<file path="config.mk">
export PLATFORM = sky130hd
export DESIGN_NAME = uart_mmio_bridge_flat
export DESIGN_NICKNAME = d
export VERILOG_FILES = /design/src/rtl/uart_mmio_pkg.sv /design/src/rtl/uart_mmio_if.sv /design/src/rtl/uart_rx_fifo.sv /design/src/rtl/uart_mmio_bridge.sv /design/src/flat_wrapper.sv
export SDC_FILE = /design/constraint.sdc
export NUM_CORES = 1
export LEC_CHECK = 0
export BUFFER_PORTS_ARGS = -buffer_cell sky130_fd_sc_hd__buf_2
export CAP_MARGIN = 15
export CORE_MARGIN = 3
export CORE_UTILIZATION = 50
export DETAILED_ROUTE_END_ITERATION = 8
export PLACE_DENSITY = 0.73
export SYNTH_ARGS = -nofsm -noshare
export SYNTH_HDL_FRONTEND = slang
export SYNTH_SLANG_ARGS = --single-unit
</file>
<file path="constraint.sdc">
create_clock -name Clock -period 2.5 [get_ports Clock]
set_clock_uncertainty 0.15 [all_clocks]
set_input_delay 0.125 -clock Clock [delete_from_list [all_inputs] [get_ports Clock]]
set_output_delay 0.125 -clock Clock [all_outputs]
set_load 0.01 [all_outputs]
</file>
<file path="src/rtl/uart_mmio_pkg.sv">
// Shared register map and STATUS bit layout for the UART MMIO bridge.
package uart_mmio_pkg;

  localparam logic [3:0] ADDR_STATUS = 4'h0;
  localparam logic [3:0] ADDR_RXDATA = 4'h4;
  localparam logic [3:0] ADDR_TXDATA = 4'h8;

  localparam int STAT_TX_READY = 0;
  localparam int STAT_RX_AVAIL = 1;
  localparam int STAT_OVERRUN  = 2;

  typedef enum logic [1:0] {
    REG_STATUS,
    REG_RXDATA,
    REG_TXDATA,
    REG_NONE
  } reg_sel_e;

  function automatic reg_sel_e decode_addr(input logic [3:0] addr);
    case (addr)
      ADDR_STATUS: return REG_STATUS;
      ADDR_RXDATA: return REG_RXDATA;
      ADDR_TXDATA: return REG_TXDATA;
      default:     return REG_NONE;
    endcase
  endfunction

endpackage

</file>
<file path="src/rtl/uart_mmio_if.sv">
// CPU access strobes plus the TX/RX ready/valid byte streams of the bridge.
interface uart_mmio_if;
  logic [3:0]  Addr;
  logic        RdEn;
  logic        WrEn;
  logic [7:0]  WrData;
  logic [31:0] RdData;
  logic [7:0]  TxData;
  logic        TxValid;
  logic        TxReady;
  logic [7:0]  RxData;
  logic        RxValid;
  logic        RxReady;

  modport slave (
    input  Addr, RdEn, WrEn, WrData, TxReady, RxData, RxValid,
    output RdData, TxData, TxValid, RxReady
  );

  modport master (
    output Addr, RdEn, WrEn, WrData, TxReady, RxData, RxValid,
    input  RdData, TxData, TxValid, RxReady
  );
endinterface

</file>
<file path="src/rtl/uart_rx_fifo.sv">
// RX byte FIFO: ready/valid push, pop strobe (ignored when empty), head visible combinationally.
module uart_rx_fifo #(
  parameter int DEPTH = 8
) (
  input  logic       clk_i,
  input  logic       rst_i,
  input  logic       push_vld_i,
  input  logic [7:0] push_dat_i,
  output logic       push_rdy_o,
  input  logic       pop_i,
  output logic [7:0] head_dat_o,
  output logic       empty_o,
  output logic       full_o
);

  localparam int AW = $clog2(DEPTH);
  localparam logic [AW:0] FULL_CNT = (AW+1)'(DEPTH);

  logic [7:0]    mem_q [DEPTH];
  logic [AW-1:0] wr_ptr_q, wr_ptr_d;
  logic [AW-1:0] rd_ptr_q, rd_ptr_d;
  logic [AW:0]   count_q, count_d;
  logic          push_fire, pop_fire;

  assign empty_o    = (count_q == '0);
  assign full_o     = (count_q == FULL_CNT);
  assign push_rdy_o = !full_o;
  assign head_dat_o = mem_q[rd_ptr_q];
  assign push_fire  = push_vld_i && push_rdy_o;
  assign pop_fire   = pop_i && !empty_o;

  // Power-of-two depth lets the pointers wrap by natural overflow.
  always_comb begin
    wr_ptr_d = wr_ptr_q;
    rd_ptr_d = rd_ptr_q;
    count_d  = count_q;
    if (push_fire) wr_ptr_d = wr_ptr_q + 1'b1;
    if (pop_fire)  rd_ptr_d = rd_ptr_q + 1'b1;
    if (push_fire && !pop_fire)      count_d = count_q + 1'b1;
    else if (pop_fire && !push_fire) count_d = count_q - 1'b1;
  end

  always_ff @(posedge clk_i) begin
    if (rst_i) begin
      wr_ptr_q <= '0;
      rd_ptr_q <= '0;
      count_q  <= '0;
    end else begin
      wr_ptr_q <= wr_ptr_d;
      rd_ptr_q <= rd_ptr_d;
      count_q  <= count_d;
    end
  end

  always_ff @(posedge clk_i) begin
    if (push_fire && !rst_i) mem_q[wr_ptr_q] <= push_dat_i;
  end

endmodule

</file>
<file path="src/rtl/uart_mmio_bridge.sv">
// CPU-visible UART bridge: one-byte TX holding register, RX FIFO, registered read data.
// Define UART_MMIO_OVERRUN_EN to get the sticky RX overrun flag in STATUS bit 2.
module uart_mmio_bridge
  import uart_mmio_pkg::*;
#(
  parameter int RX_DEPTH = 8
) (
  input  logic      Clock,
  input  logic      Reset,
  uart_mmio_if.slave bus
);

  reg_sel_e    sel;
  logic        tx_full_q, tx_full_d;
  logic [7:0]  tx_dat_q, tx_dat_d;
  logic [31:0] rd_dat_q, rd_dat_d;
  logic        tx_drain, tx_wr, rx_pop, status_rd;
  logic        fifo_empty, fifo_full;
  logic [7:0]  fifo_head;
  logic        overrun;

  assign sel       = decode_addr(bus.Addr);
  assign tx_drain  = tx_full_q && bus.TxReady;
  assign tx_wr     = bus.WrEn && (sel == REG_TXDATA);
  assign rx_pop    = bus.RdEn && (sel == REG_RXDATA);
  assign status_rd = bus.RdEn && (sel == REG_STATUS);

  uart_rx_fifo #(.DEPTH(RX_DEPTH)) u_rx_fifo (
    .clk_i      (Clock),
    .rst_i      (Reset),
    .push_vld_i (bus.RxValid),
    .push_dat_i (bus.RxData),
    .push_rdy_o (bus.RxReady),
    .pop_i      (rx_pop),
    .head_dat_o (fifo_head),
    .empty_o    (fifo_empty),
    .full_o     (fifo_full)
  );

`ifdef UART_MMIO_OVERRUN_EN
  logic ovr_q, ovr_d;
  // A new overrun in the same cycle as the clearing read must not be lost.
  always_comb begin
    ovr_d = ovr_q;
    if (status_rd)                 ovr_d = 1'b0;
    if (bus.RxValid && fifo_full)  ovr_d = 1'b1;
  end
  always_ff @(posedge Clock) begin
    if (Reset) ovr_q <= 1'b0;
    else       ovr_q <= ovr_d;
  end
  assign overrun = ovr_q;
`else
  assign overrun = 1'b0;
`endif

  always_comb begin
    tx_full_d = tx_full_q;
    tx_dat_d  = tx_dat_q;
    if (tx_wr && (!tx_full_q || tx_drain)) begin
      tx_full_d = 1'b1;
      tx_dat_d  = bus.WrData;
    end else if (tx_drain) begin
      tx_full_d = 1'b0;
    end
  end

  always_comb begin
    rd_dat_d = '0;
    if (status_rd) begin
      rd_dat_d[STAT_TX_READY] = !tx_full_q;
      rd_dat_d[STAT_RX_AVAIL] = !fifo_empty;
      rd_dat_d[STAT_OVERRUN]  = overrun;
    end else if (rx_pop && !fifo_empty) begin
      rd_dat_d = {24'b0, fifo_head};
    end
  end

  always_ff @(posedge Clock) begin
    if (Reset) begin
      tx_full_q <= 1'b0;
      tx_dat_q  <= '0;
      rd_dat_q  <= '0;
    end else begin
      tx_full_q <= tx_full_d;
      tx_dat_q  <= tx_dat_d;
      rd_dat_q  <= rd_dat_d;
    end
  end

  assign bus.TxValid = tx_full_q;
  assign bus.TxData  = tx_dat_q;
  assign bus.RdData  = rd_dat_q;

endmodule

</file>
<file path="src/flat_wrapper.sv">
// flat-port wrapper written by rule: the top's interface ports become plain ports
module uart_mmio_bridge_flat import uart_mmio_pkg::*;
#(
  parameter int RX_DEPTH = 8
)
  (Clock, Reset, bus_Addr, bus_RdEn, bus_WrEn, bus_WrData, bus_TxReady, bus_RxData, bus_RxValid, bus_RdData, bus_TxData, bus_TxValid, bus_RxReady);
  uart_mmio_if bus_i ();
  input  logic Clock;
  input  logic Reset;
  input wire logic [$bits(bus_i.Addr)-1:0] bus_Addr;
  input wire logic [$bits(bus_i.RdEn)-1:0] bus_RdEn;
  input wire logic [$bits(bus_i.WrEn)-1:0] bus_WrEn;
  input wire logic [$bits(bus_i.WrData)-1:0] bus_WrData;
  input wire logic [$bits(bus_i.TxReady)-1:0] bus_TxReady;
  input wire logic [$bits(bus_i.RxData)-1:0] bus_RxData;
  input wire logic [$bits(bus_i.RxValid)-1:0] bus_RxValid;
  output wire logic [$bits(bus_i.RdData)-1:0] bus_RdData;
  output wire logic [$bits(bus_i.TxData)-1:0] bus_TxData;
  output wire logic [$bits(bus_i.TxValid)-1:0] bus_TxValid;
  output wire logic [$bits(bus_i.RxReady)-1:0] bus_RxReady;
  assign bus_i.Addr = bus_Addr;
  assign bus_i.RdEn = bus_RdEn;
  assign bus_i.WrEn = bus_WrEn;
  assign bus_i.WrData = bus_WrData;
  assign bus_i.TxReady = bus_TxReady;
  assign bus_i.RxData = bus_RxData;
  assign bus_i.RxValid = bus_RxValid;
  assign bus_RdData = bus_i.RdData;
  assign bus_TxData = bus_i.TxData;
  assign bus_TxValid = bus_i.TxValid;
  assign bus_RxReady = bus_i.RxReady;
  uart_mmio_bridge #(.RX_DEPTH(RX_DEPTH)) u_core (.Clock(Clock), .Reset(Reset), .bus(bus_i));
endmodule
</file>
==> impl_metrics.env, run 1 <==
export IMPL_critPathKind="flop to flop"
export IMPL_utilization_pct=63.7
export IMPL_path_clk_slew_ps=90
export IMPL_synth_area_leader_cell="edfxtp_1"
export IMPL_antenna_found_initial=0
export IMPL_fin_crit_sh_pct=101
export IMPL_nets=363
export IMPL_core_rowCount=31
export IMPL_clkSinkCount=94
export IMPL_p_total_w=0.00353
export IMPL_async_reset_ff_share_pct=0
export IMPL_area_growth_pct=21.5
export IMPL_cts_buffer_depth=2
export IMPL_synth_area_um2=3860
export IMPL_status="finished with violations"
export IMPL_dr_total_vias=2219
export IMPL_grt_start_max_net_pins=26
export IMPL_r2r_start="u_core.u_rx_fifo.count_q[3]$_SDFFE_PP0P_"
export IMPL_hold_violations=0
export IMPL_slowest_stage="or4_4"
export IMPL_worstPathRequired_ps=2600
export IMPL_dpl_cell_area_um2=4230
export IMPL_design_area_um2=4690
export IMPL_cts_buffers_inserted=9
export IMPL_htree_levels=3
export IMPL_drc_errors=0
export IMPL_synthTopCellsByArea="edfxtp_1 (50%), dfxtp_1 (16%), mux4_2 (7.0%)"
export IMPL_seq_area_frac_synth_pct=65.3
export IMPL_cts_root_buf="clkbuf_8"
export IMPL_cellPowerDensity_nw_per_um2=752
export IMPL_wirelength_mm=7.21
export IMPL_finalSetupViolations=1
export IMPL_core_um2=7370
export IMPL_maxSlewViolCount=0
export IMPL_drv_cap=0
export IMPL_slowest_delay_ps=540
export IMPL_grt_pass1_wl_mm=11.5
export IMPL_place_detailed_hpwl_mm=4.76
export IMPL_synth_top_area_share_pct=49.7
export IMPL_rsz0062_at_grt="true"
export IMPL_post_place_ws_ps=-20.9
export IMPL_die_area_um2=8820
export IMPL_arrival_ps=2610
export IMPL_hold_start="Reset"
export IMPL_layout_drive_gt1_share_pct=34.5
export IMPL_ir_drop_v=0.000403
export IMPL_routed_via_density=5.10
export IMPL_startpoint_type="flop"
export IMPL_endpoint_kind="flop"
export IMPL_setup_ws_ps=-14.2
export IMPL_cts_tree="done"
export IMPL_hold_slack_ps=86.0
export IMPL_die_x_um=93.9
export IMPL_n_fill_cell=534
export IMPL_tightest_slew_ps=778
export IMPL_place_port_buffers=43
export IMPL_grt_usage_pct=17.7
export IMPL_initial_core_util_pct=52.4
export IMPL_synth_flop_cell="edfxtp_1"
export IMPL_first_pass_iters=4
export IMPL_cp_common_cell="ha_4"
export IMPL_yosys_warnings=0
export IMPL_postRouteAntennaNets=0
export IMPL_fp_dieH_um=93.9
export IMPL_max_slew_margin_pct=48.0
export IMPL_grt_ovfl_total=0
export IMPL_worstPathMaxFanout=3
export IMPL_insertion_delay_ps=350
export IMPL_ys_ff_latch=94
export IMPL_routedWlPerCell_um=16.6
export IMPL_worst_hold_path_type="input port to flop"
export IMPL_min_period_ps=2510
export IMPL_leakagePower_nw=1.81
export IMPL_max_freq_mhz=398
export IMPL_violations="negative setup slack"
export IMPL_grt_pass1_vias=2260
export IMPL_critPathLaunch="u_core.u_rx_fifo.count_q[3]$_SDFFE_PP0P_"
export IMPL_io_pins=68
export IMPL_yosysUniqueCellTypes=41
export IMPL_n_antenna_cell=0
export IMPL_gp_congestion=0.749
export IMPL_synth_cells=246
export IMPL_avgSynthCellArea_um2=15.7
export IMPL_synth_edf_count=64
export IMPL_cp_cell_sequence="or4_4 > and3_4 > inv_2 > ha_4 > inv_4 > ha_4 > a21oi_4 > a211oi_2 > a31oi_1 > mux2_2"
export IMPL_drt_iter0_drc=130
[synth_stat cells (all sizes together), types with 3 or more instances]
cell	instances
dfxtp	30
edfxtp	64
nand3	6
a21oi	5
mux2i	18
ha	5
nand2	6
mux4	16
nor4b	3
clkbuf	4
nor3	3
buf	30
inv	3
xnor2	3
nor2	31
xor2	3
[power breakdown]
part / leakage (nW) / internal (W) / switching, W
clock network: 0.117 / 0.000598 / 0.000523
logic: 0.868 / 0.000326 / 0.000299
registers: 0.822 / 0.00174 / 0.0000509
total: 1.81 / 0.00266 / 0.000873
[registers in the layout, indices dropped and copies added, names as in the netlist, named ones only]
signal                     count
u_core.u_rx_fifo.rd_ptr_q      3
u_core.u_rx_fifo.count_q       4
u_core.bus.RdData              8
u_core.bus.TxData              8
u_core.bus.TxValid             1
u_core.u_rx_fifo.mem_q        64
u_core.u_rx_fifo.wr_ptr_q      3
[worst max-delay path: cells and delay by family (launching register included)]
family                     cells  cell delay, ps
AOI/OAI and AO/OA              3             380
adders and majority gates      2             380
buffers and inverters          2             100
DFF                            1             340
muxes                          1             350
and+or+nand+nor                2             710
[per-stage QoR]
step / instances / TNS (ps)
finish: 435 / -14.2
global route: 435 / -151
CTS: 435 / -5.47
detailed placement: 398 / -20.9
global placement: 397 / 0
floorplan: 269 / 0
[routing by layer]
layer	global-route usage [%]	vias up	part of all wire [%]	routed length [um]
met5	0	-	0	0
met3	4.49	14	4.8	343
li1	-	1033	-	-
met1	23.2	1090	44	3180
met4	6.02	0	1.6	114
met2	28.7	82	50	3570
[path summary, 6_finish.rpt]
path | to | slack (ps) | cells past startpoint
worst max-delay path | u_core.u_rx_fifo.count_q[3]$_SDFFE_PP0P_ | -10 | 10
worst min-delay path | u_core.u_rx_fifo.wr_ptr_q[1]$_SDFFE_PP0P_ | 90 | 3
worst max register to register | u_core.u_rx_fifo.count_q[3]$_SDFFE_PP0P_ | -10 | 10
worst min register to register | u_core.bus.TxData[1]$_SDFFE_PP0P_ | 350 | 2
[cells in the final DEF (no fill, tap or decap), drive strengths merged, types with 2 or more instances in the layout]
cell	count
nor2	31
bufinv	2
mux4	16
mux2i	18
xnor2	3
ha	5
nor4b	3
nand3	6
dlygate4sd3	19
conb	24
a21oi	5
nand2	6
clkinv	2
clkbuf	10
dfxtp	30
xor2	3
edfxtp	64
buf	66
nor3	3
inv	5
[logic make-up after synthesis]
family                     after synthesis  synth area share, %
muxes                                   35                 14.7
DFF                                     94                 65.3
buffers and inverters                   37                 6.83
and+or+nand+nor                         59                 8.16
AOI/OAI and AO/OA                        8                 1.26
xor gates and xnor gates                 6                 1.55
adders and majority gates                6                 2.14
other                                    1               0.0971
[final cells by class]
| type | count | area (um2) | share of cell area (%) |
|---|---|---|---|
| sequential | 94 | 2520 | 53.8 |
| multi-input combinational | 138 | 1220 | 26.1 |
| timing repair buffer | 85 | 578 | 12.3 |
| clock buffer | 10 | 138 | 2.93 |
| tap | 99 | 124 | 2.64 |
| clock inverter | 6 | 91.3 | 1.95 |
| inverter | 3 | 13.8 | 0.293 |
[repair_timing]
action,4_1_cts,5_1_grt
endpoints found under the hold margin,75,0
hold buffers,19,0
resized for setup,2,5
endpoints found under the setup margin,1,2
pin swaps,5,4
setup buffers,2,0
Power figures use the tool's default switching activity.
==> run 2, diff against run 1 <==
==> constraint.sdc (replaced) <==
create_clock -name Clock -period 2.5 [get_ports Clock]
set_clock_uncertainty 0.15 [all_clocks]
set_input_delay 0.375 -clock Clock [delete_from_list [all_inputs] [get_ports Clock]]
set_output_delay 0.375 -clock Clock [all_outputs]
set_load 0.01 [all_outputs]
==> impl_metrics.env, run 2 (same netlist as run 1, synthesis figures left out) <==
export IMPL_slowest_stage="or4_4"
export IMPL_grt_usage_pct=16.4
export IMPL_cts_tree="done"
export IMPL_place_detailed_hpwl_mm=4.42
export IMPL_grt_busiest_layer="met2"
export IMPL_dp_cells=400
export IMPL_nets=346
export IMPL_design_area_um2=4540
export IMPL_arrival_ps=2630
export IMPL_r2r_start="u_core.u_rx_fifo.count_q[2]$_SDFFE_PP0P_"
export IMPL_worst_path_buf_inv=2
export IMPL_tightest_slew_ps=705
export IMPL_fin_crit_sh_pct=101
export IMPL_utilization_pct=61.6
export IMPL_cellPowerDensity_nw_per_um2=763
export IMPL_leakagePower_nw=1.73
export IMPL_slowest_delay_ps=520
export IMPL_cp_common_cell="ha_4"
export IMPL_cts_root_buf="clkbuf_8"
export IMPL_comb_power_share_pct=19.3
export IMPL_grt_pass1_vias=2123
export IMPL_finalSetupViolations=1
export IMPL_drt_iter0_drc=85
export IMPL_worst_hold_path_type="input port to flop"
export IMPL_rsz0062_at_grt="true"
export IMPL_postRouteAntennaNets=0
export IMPL_grt_ovfl_total=0
export IMPL_grt_start_max_net_pins=26
export IMPL_dpl_cell_area_um2=4250
export IMPL_dr_total_vias=2102
export IMPL_initial_core_util_pct=52.4
export IMPL_core_rowCount=31
export IMPL_post_place_ws_ps=-78.5
export IMPL_r2r_end="u_core.u_rx_fifo.count_q[3]$_SDFFE_PP0P_"
export IMPL_path_clk_slew_ps=90
export IMPL_hold_end="u_core.bus.TxData[2]$_SDFFE_PP0P_"
export IMPL_worstPathMaxFanout=4
export IMPL_path_depth=10
export IMPL_final_cell_mix="edfxtp_1 (64), buf_2 (43), nor2_1 (31)"
export IMPL_min_period_ps=2530
export IMPL_top_register="u_core.u_rx_fifo.mem_q"
export IMPL_clkPwrFrac_pct=29.1
export IMPL_htree_levels=3
export IMPL_routed_via_density=5.03
export IMPL_startpoint_type="flop"
export IMPL_drv_cap=0
export IMPL_gp_congestion=0.780
export IMPL_cp_cell_sequence="or4_4 > and3_4 > inv_2 > ha_4 > inv_4 > ha_4 > nand3_4 > a211oi_4 > a31oi_4 > mux2_4"
export IMPL_io_pins=68
export IMPL_worstPathRequired_ps=2590
export IMPL_hold_depth=3
export IMPL_die_x_um=93.9
export IMPL_ir_drop_v=0.000437
export IMPL_seqPwrFrac_pct=51.6
export IMPL_critPathKind="flop to flop"
export IMPL_hold_violations=0
export IMPL_max_freq_mhz=395
export IMPL_cts_buffer_depth=2
export IMPL_n_antenna_cell=0
export IMPL_ff2ff_path_depth=10
export IMPL_max_slew_margin_pct=53.0
export IMPL_violations="negative setup slack"
export IMPL_met1_usage_pct=21.8
export IMPL_internal_power_w=0.00256
export IMPL_status="finished with violations"
export IMPL_endpoint_kind="flop"
export IMPL_largest_reg_flops=64
export IMPL_use_met3_pct=3.77
export IMPL_setup_ws_ps=-32.1
export IMPL_cts_buffers_inserted=9
export IMPL_power_switching_w=0.000907
export IMPL_area_growth_pct=17.5
export IMPL_first_pass_iters=4
export IMPL_routedWlPerCell_um=15.7
export IMPL_hold_buffers=0
export IMPL_clkSinkCount=94
export IMPL_antenna_found_initial=0
export IMPL_r2r_slack_ps=-30
export IMPL_drc_errors=0
export IMPL_grt_use_met2_pct=26.0
export IMPL_place_port_buffers=43
export IMPL_switching_share_pct=26.2
export IMPL_grt_pass1_wl_mm=10.7
export IMPL_fp_dieH_um=93.9
export IMPL_insertion_delay_ps=350
export IMPL_maxSlewViolCount=0
export IMPL_hold_slack_ps=103
export IMPL_wirelength_mm=6.57
export IMPL_layout_drive_gt1_share_pct=37.3
export IMPL_final_common_cell="edfxtp_1"
export IMPL_path_delay_family="simple AND/OR/NAND/NOR gates"
export IMPL_die_area_um2=8820
export IMPL_hold_start="bus_WrData[2]"
export IMPL_core_um2=7370
export IMPL_instances_no_fill=418
run 2: power groups by stage:
stage          combinational (W)  sequential, W  clock (W)
2_1_floorplan           0.000373        0.00182          0
3_3_place_gp            0.000528        0.00181          0
3_5_place_dp            0.000547        0.00181          0
4_1_cts                 0.000623        0.00178    0.00104
5_1_grt                 0.000740        0.00180    0.00110
6_report                0.000667        0.00179    0.00101
run 2: layout make-up:
type,count,area (um2)
Clock buffer,9,124
Clock inverter,7,78.8
Timing Repair Buffer,68,403
Multi-Input combinational cell,138,1270
Fill cell,538,2830
Tap cell,99,124
Sequential cell,94,2520
Inverter,3,13.8
run 2: how the worst max path moves through the flow:
stage	start	end	slack, ps
floorplan	u_core.u_rx_fifo.count_q[2]$_SDFFE_PP0P_	u_core.u_rx_fifo.count_q[3]$_SDFFE_PP0P_	2
global placement	bus_Addr[1]	u_core.u_rx_fifo.count_q[3]$_SDFFE_PP0P_	-80
detailed placement	bus_Addr[1]	u_core.u_rx_fifo.count_q[3]$_SDFFE_PP0P_	-80
CTS	u_core.u_rx_fifo.count_q[3]$_SDFFE_PP0P_	u_core.u_rx_fifo.count_q[3]$_SDFFE_PP0P_	-20
global route	u_core.u_rx_fifo.count_q[2]$_SDFFE_PP0P_	u_core.u_rx_fifo.count_q[3]$_SDFFE_PP0P_	-90
finish	u_core.u_rx_fifo.count_q[2]$_SDFFE_PP0P_	u_core.u_rx_fifo.count_q[3]$_SDFFE_PP0P_	-30
run 2: tightest hold or removal path, delay by kind of cell:
kind,cells,cell delay [ps]
buffers and inverters,1,70
and+or+nand+nor,1,70
muxes,1,50
run 2: routing by layer:
metal	vias up	share of wire (%)	routed length (um)
met4	0	1.4	89
met1	1041	45	2930
met5	-	0	0
met2	54	49	3240
li1	1001	-	-
met3	6	4.7	307
run 2: per-stage QoR:
step | power [W] | setup TNS, ps
after floorplan | 0.00219 | 0
after global placement | 0.00234 | -76.6
after detailed placement | 0.00236 | -78.5
after CTS | 0.00344 | -16.2
after global routing | 0.00364 | -154
final | 0.00346 | -32.1
run 2: what timing repair did:
item,CTS,global route
endpoints found under the setup margin,1,2
pin swaps,4,3
setup buffers,1,0
endpoints found under the hold margin,0,0
gates resized for setup,7,4
gates cloned,0,0
==> run 3, diff against run 2 <==
PLACE_DENSITY = 0.75   (was 0.73)
==> impl_metrics.env, run 3 (same netlist as run 1, synthesis figures left out) <==
export IMPL_grt_pass1_vias=2086
export IMPL_drc_errors=0
export IMPL_grt_ovfl_total=0
export IMPL_clkSinkCount=94
export IMPL_utilization_pct=60.7
export IMPL_worstPathMaxFanout=4
export IMPL_drv_cap=0
export IMPL_endpoint_kind="flop"
export IMPL_r2r_start="u_core.u_rx_fifo.count_q[3]$_SDFFE_PP0P_"
export IMPL_final_cell_mix="edfxtp_1 (64), buf_2 (43), nor2_1 (31)"
export IMPL_first_pass_iters=4
export IMPL_antenna_found_initial=0
export IMPL_die_area_um2=8820
export IMPL_final_common_cell="edfxtp_1"
export IMPL_critPathLaunch="u_core.u_rx_fifo.count_q[3]$_SDFFE_PP0P_"
export IMPL_core_rowCount=31
export IMPL_wirelength_mm=6.71
export IMPL_dpl_cell_area_um2=4240
export IMPL_place_detailed_hpwl_mm=4.61
export IMPL_grt_start_max_net_pins=26
export IMPL_routedWlPerCell_um=16.1
export IMPL_n_fill_cell=556
export IMPL_r2r_slack_ps=2
export IMPL_startpoint_type="flop"
export IMPL_layout_drive_gt1_share_pct=36.8
export IMPL_core_um2=7370
export IMPL_worstPathRequired_ps=2610
export IMPL_hold_slack_ps=85.3
export IMPL_ir_drop_v=0.000382
export IMPL_initial_core_util_pct=52.4
export IMPL_cts_root_buf="clkbuf_8"
export IMPL_design_area_um2=4480
export IMPL_max_slew_margin_pct=51.5
export IMPL_rsz0062_at_grt="true"
export IMPL_arrival_ps=2610
export IMPL_cts_buffers_inserted=9
export IMPL_ff2ff_path_depth=10
export IMPL_drt_iter0_drc=97
export IMPL_die_x_um=93.9
export IMPL_finalSetupViolations=0
export IMPL_area_growth_pct=15.9
export IMPL_hold_violations=0
export IMPL_maxSlewViolCount=0
export IMPL_worst_hold_path_type="input port to flop"
export IMPL_gp_congestion=0.741
export IMPL_top_register="u_core.u_rx_fifo.mem_q"
export IMPL_status="complete, no violations"
export IMPL_io_pins=68
export IMPL_n_antenna_cell=0
export IMPL_fp_dieH_um=93.9
export IMPL_leakagePower_nw=1.72
export IMPL_min_period_ps=2500
export IMPL_place_port_buffers=43
export IMPL_max_freq_mhz=400
export IMPL_hold_buffers=0
export IMPL_postRouteAntennaNets=0
export IMPL_cts_buffer_depth=2
export IMPL_r2r_end="u_core.u_rx_fifo.count_q[3]$_SDFFE_PP0P_"
export IMPL_grt_pass1_wl_mm=10.6
export IMPL_nets=345
export IMPL_hold_start="bus_WrData[3]"
export IMPL_critPathKind="flop to flop"
export IMPL_tightest_slew_ps=726
export IMPL_cts_tree="done"
export IMPL_fin_crit_sh_pct=99.9
export IMPL_hold_depth=3
export IMPL_hold_end="u_core.bus.TxData[3]$_SDFFE_PP0P_"
export IMPL_routed_via_density=5.09
export IMPL_grt_usage_pct=16.4
export IMPL_insertion_delay_ps=360
export IMPL_largest_reg_flops=64
export IMPL_path_clk_slew_ps=100
export IMPL_dr_total_vias=2124
export IMPL_cellPowerDensity_nw_per_um2=749
export IMPL_htree_levels=3
==> run 3: critical path, stage by stage (launching register included) <==
cell      delay, ps
dfxtp_2         350
or4_4           530
and3_4          170
inv_2            60
ha_4            140
inv_4            40
ha_1            210
a21oi_4         170
a211oi_2         80
a31oi_1         160
mux2_2          350
==> run 3: area by class of cell <==
type / count / area (um2) / area share (%)
Sequential cell: 94 / 2520 / 56.4
Multi-Input combinational cell: 138 / 1230 / 27.5
Timing Repair Buffer: 67 / 395 / 8.83
Clock buffer: 9 / 124 / 2.77
Tap cell: 99 / 124 / 2.77
Clock inverter: 7 / 65.1 / 1.45
Inverter: 3 / 13.8 / 0.307
==> run 3: power by group <==
group	total [W]	leakage (nW)	switching [W]	internal, W
logic	0.000607	0.800	0.000293	0.000314
clock network	0.000964	0.0999	0.000575	0.000390
registers	0.00178	0.822	0.0000481	0.00173
==> run 3: worst max path at each step <==
| stage | endpoint | cells after the start |
|---|---|---|
| floorplan | u_core.u_rx_fifo.count_q[3]$_SDFFE_PP0P_ | 11 |
| global placement | u_core.u_rx_fifo.count_q[3]$_SDFFE_PP0P_ | 12 |
| detailed placement | u_core.u_rx_fifo.count_q[3]$_SDFFE_PP0P_ | 12 |
| CTS | u_core.u_rx_fifo.count_q[3]$_SDFFE_PP0P_ | 10 |
| global route | u_core.u_rx_fifo.count_q[3]$_SDFFE_PP0P_ | 10 |
| finish | u_core.u_rx_fifo.count_q[3]$_SDFFE_PP0P_ | 10 |
==> run 3: metal layers <==
metal	global-route usage (%)	up-vias	share of wire [%]
met4	6.14	0	1.6
met1	20.7	1044	43
met2	26.7	74	49
met5	0	-	0
li1	-	995	-
met3	4.89	11	6.6
==> run 3: timing repair <==
| item | in CTS | in global routing |
|---|---|---|
| gates resized for setup | 4 | 3 |
| pin swaps | 3 | 2 |
| setup endpoints to repair | 1 | 2 |
| hold endpoints to repair | 0 | 0 |
| buffers inserted | 1 | 0 |
==> run 3: stage by stage <==
step	setup TNS, ps	setup slack [ps]	power [W]	cells
4_1_cts	0	9.96	0.00335	416
3_5_place_dp	-85.8	-85.8	0.00236	399
2_1_floorplan	0	2.11	0.00219	269
6_report	0	1.51	0.00335	417
5_1_grt	-130	-88.2	0.00350	417
3_3_place_gp	-68.0	-68.0	0.00233	399
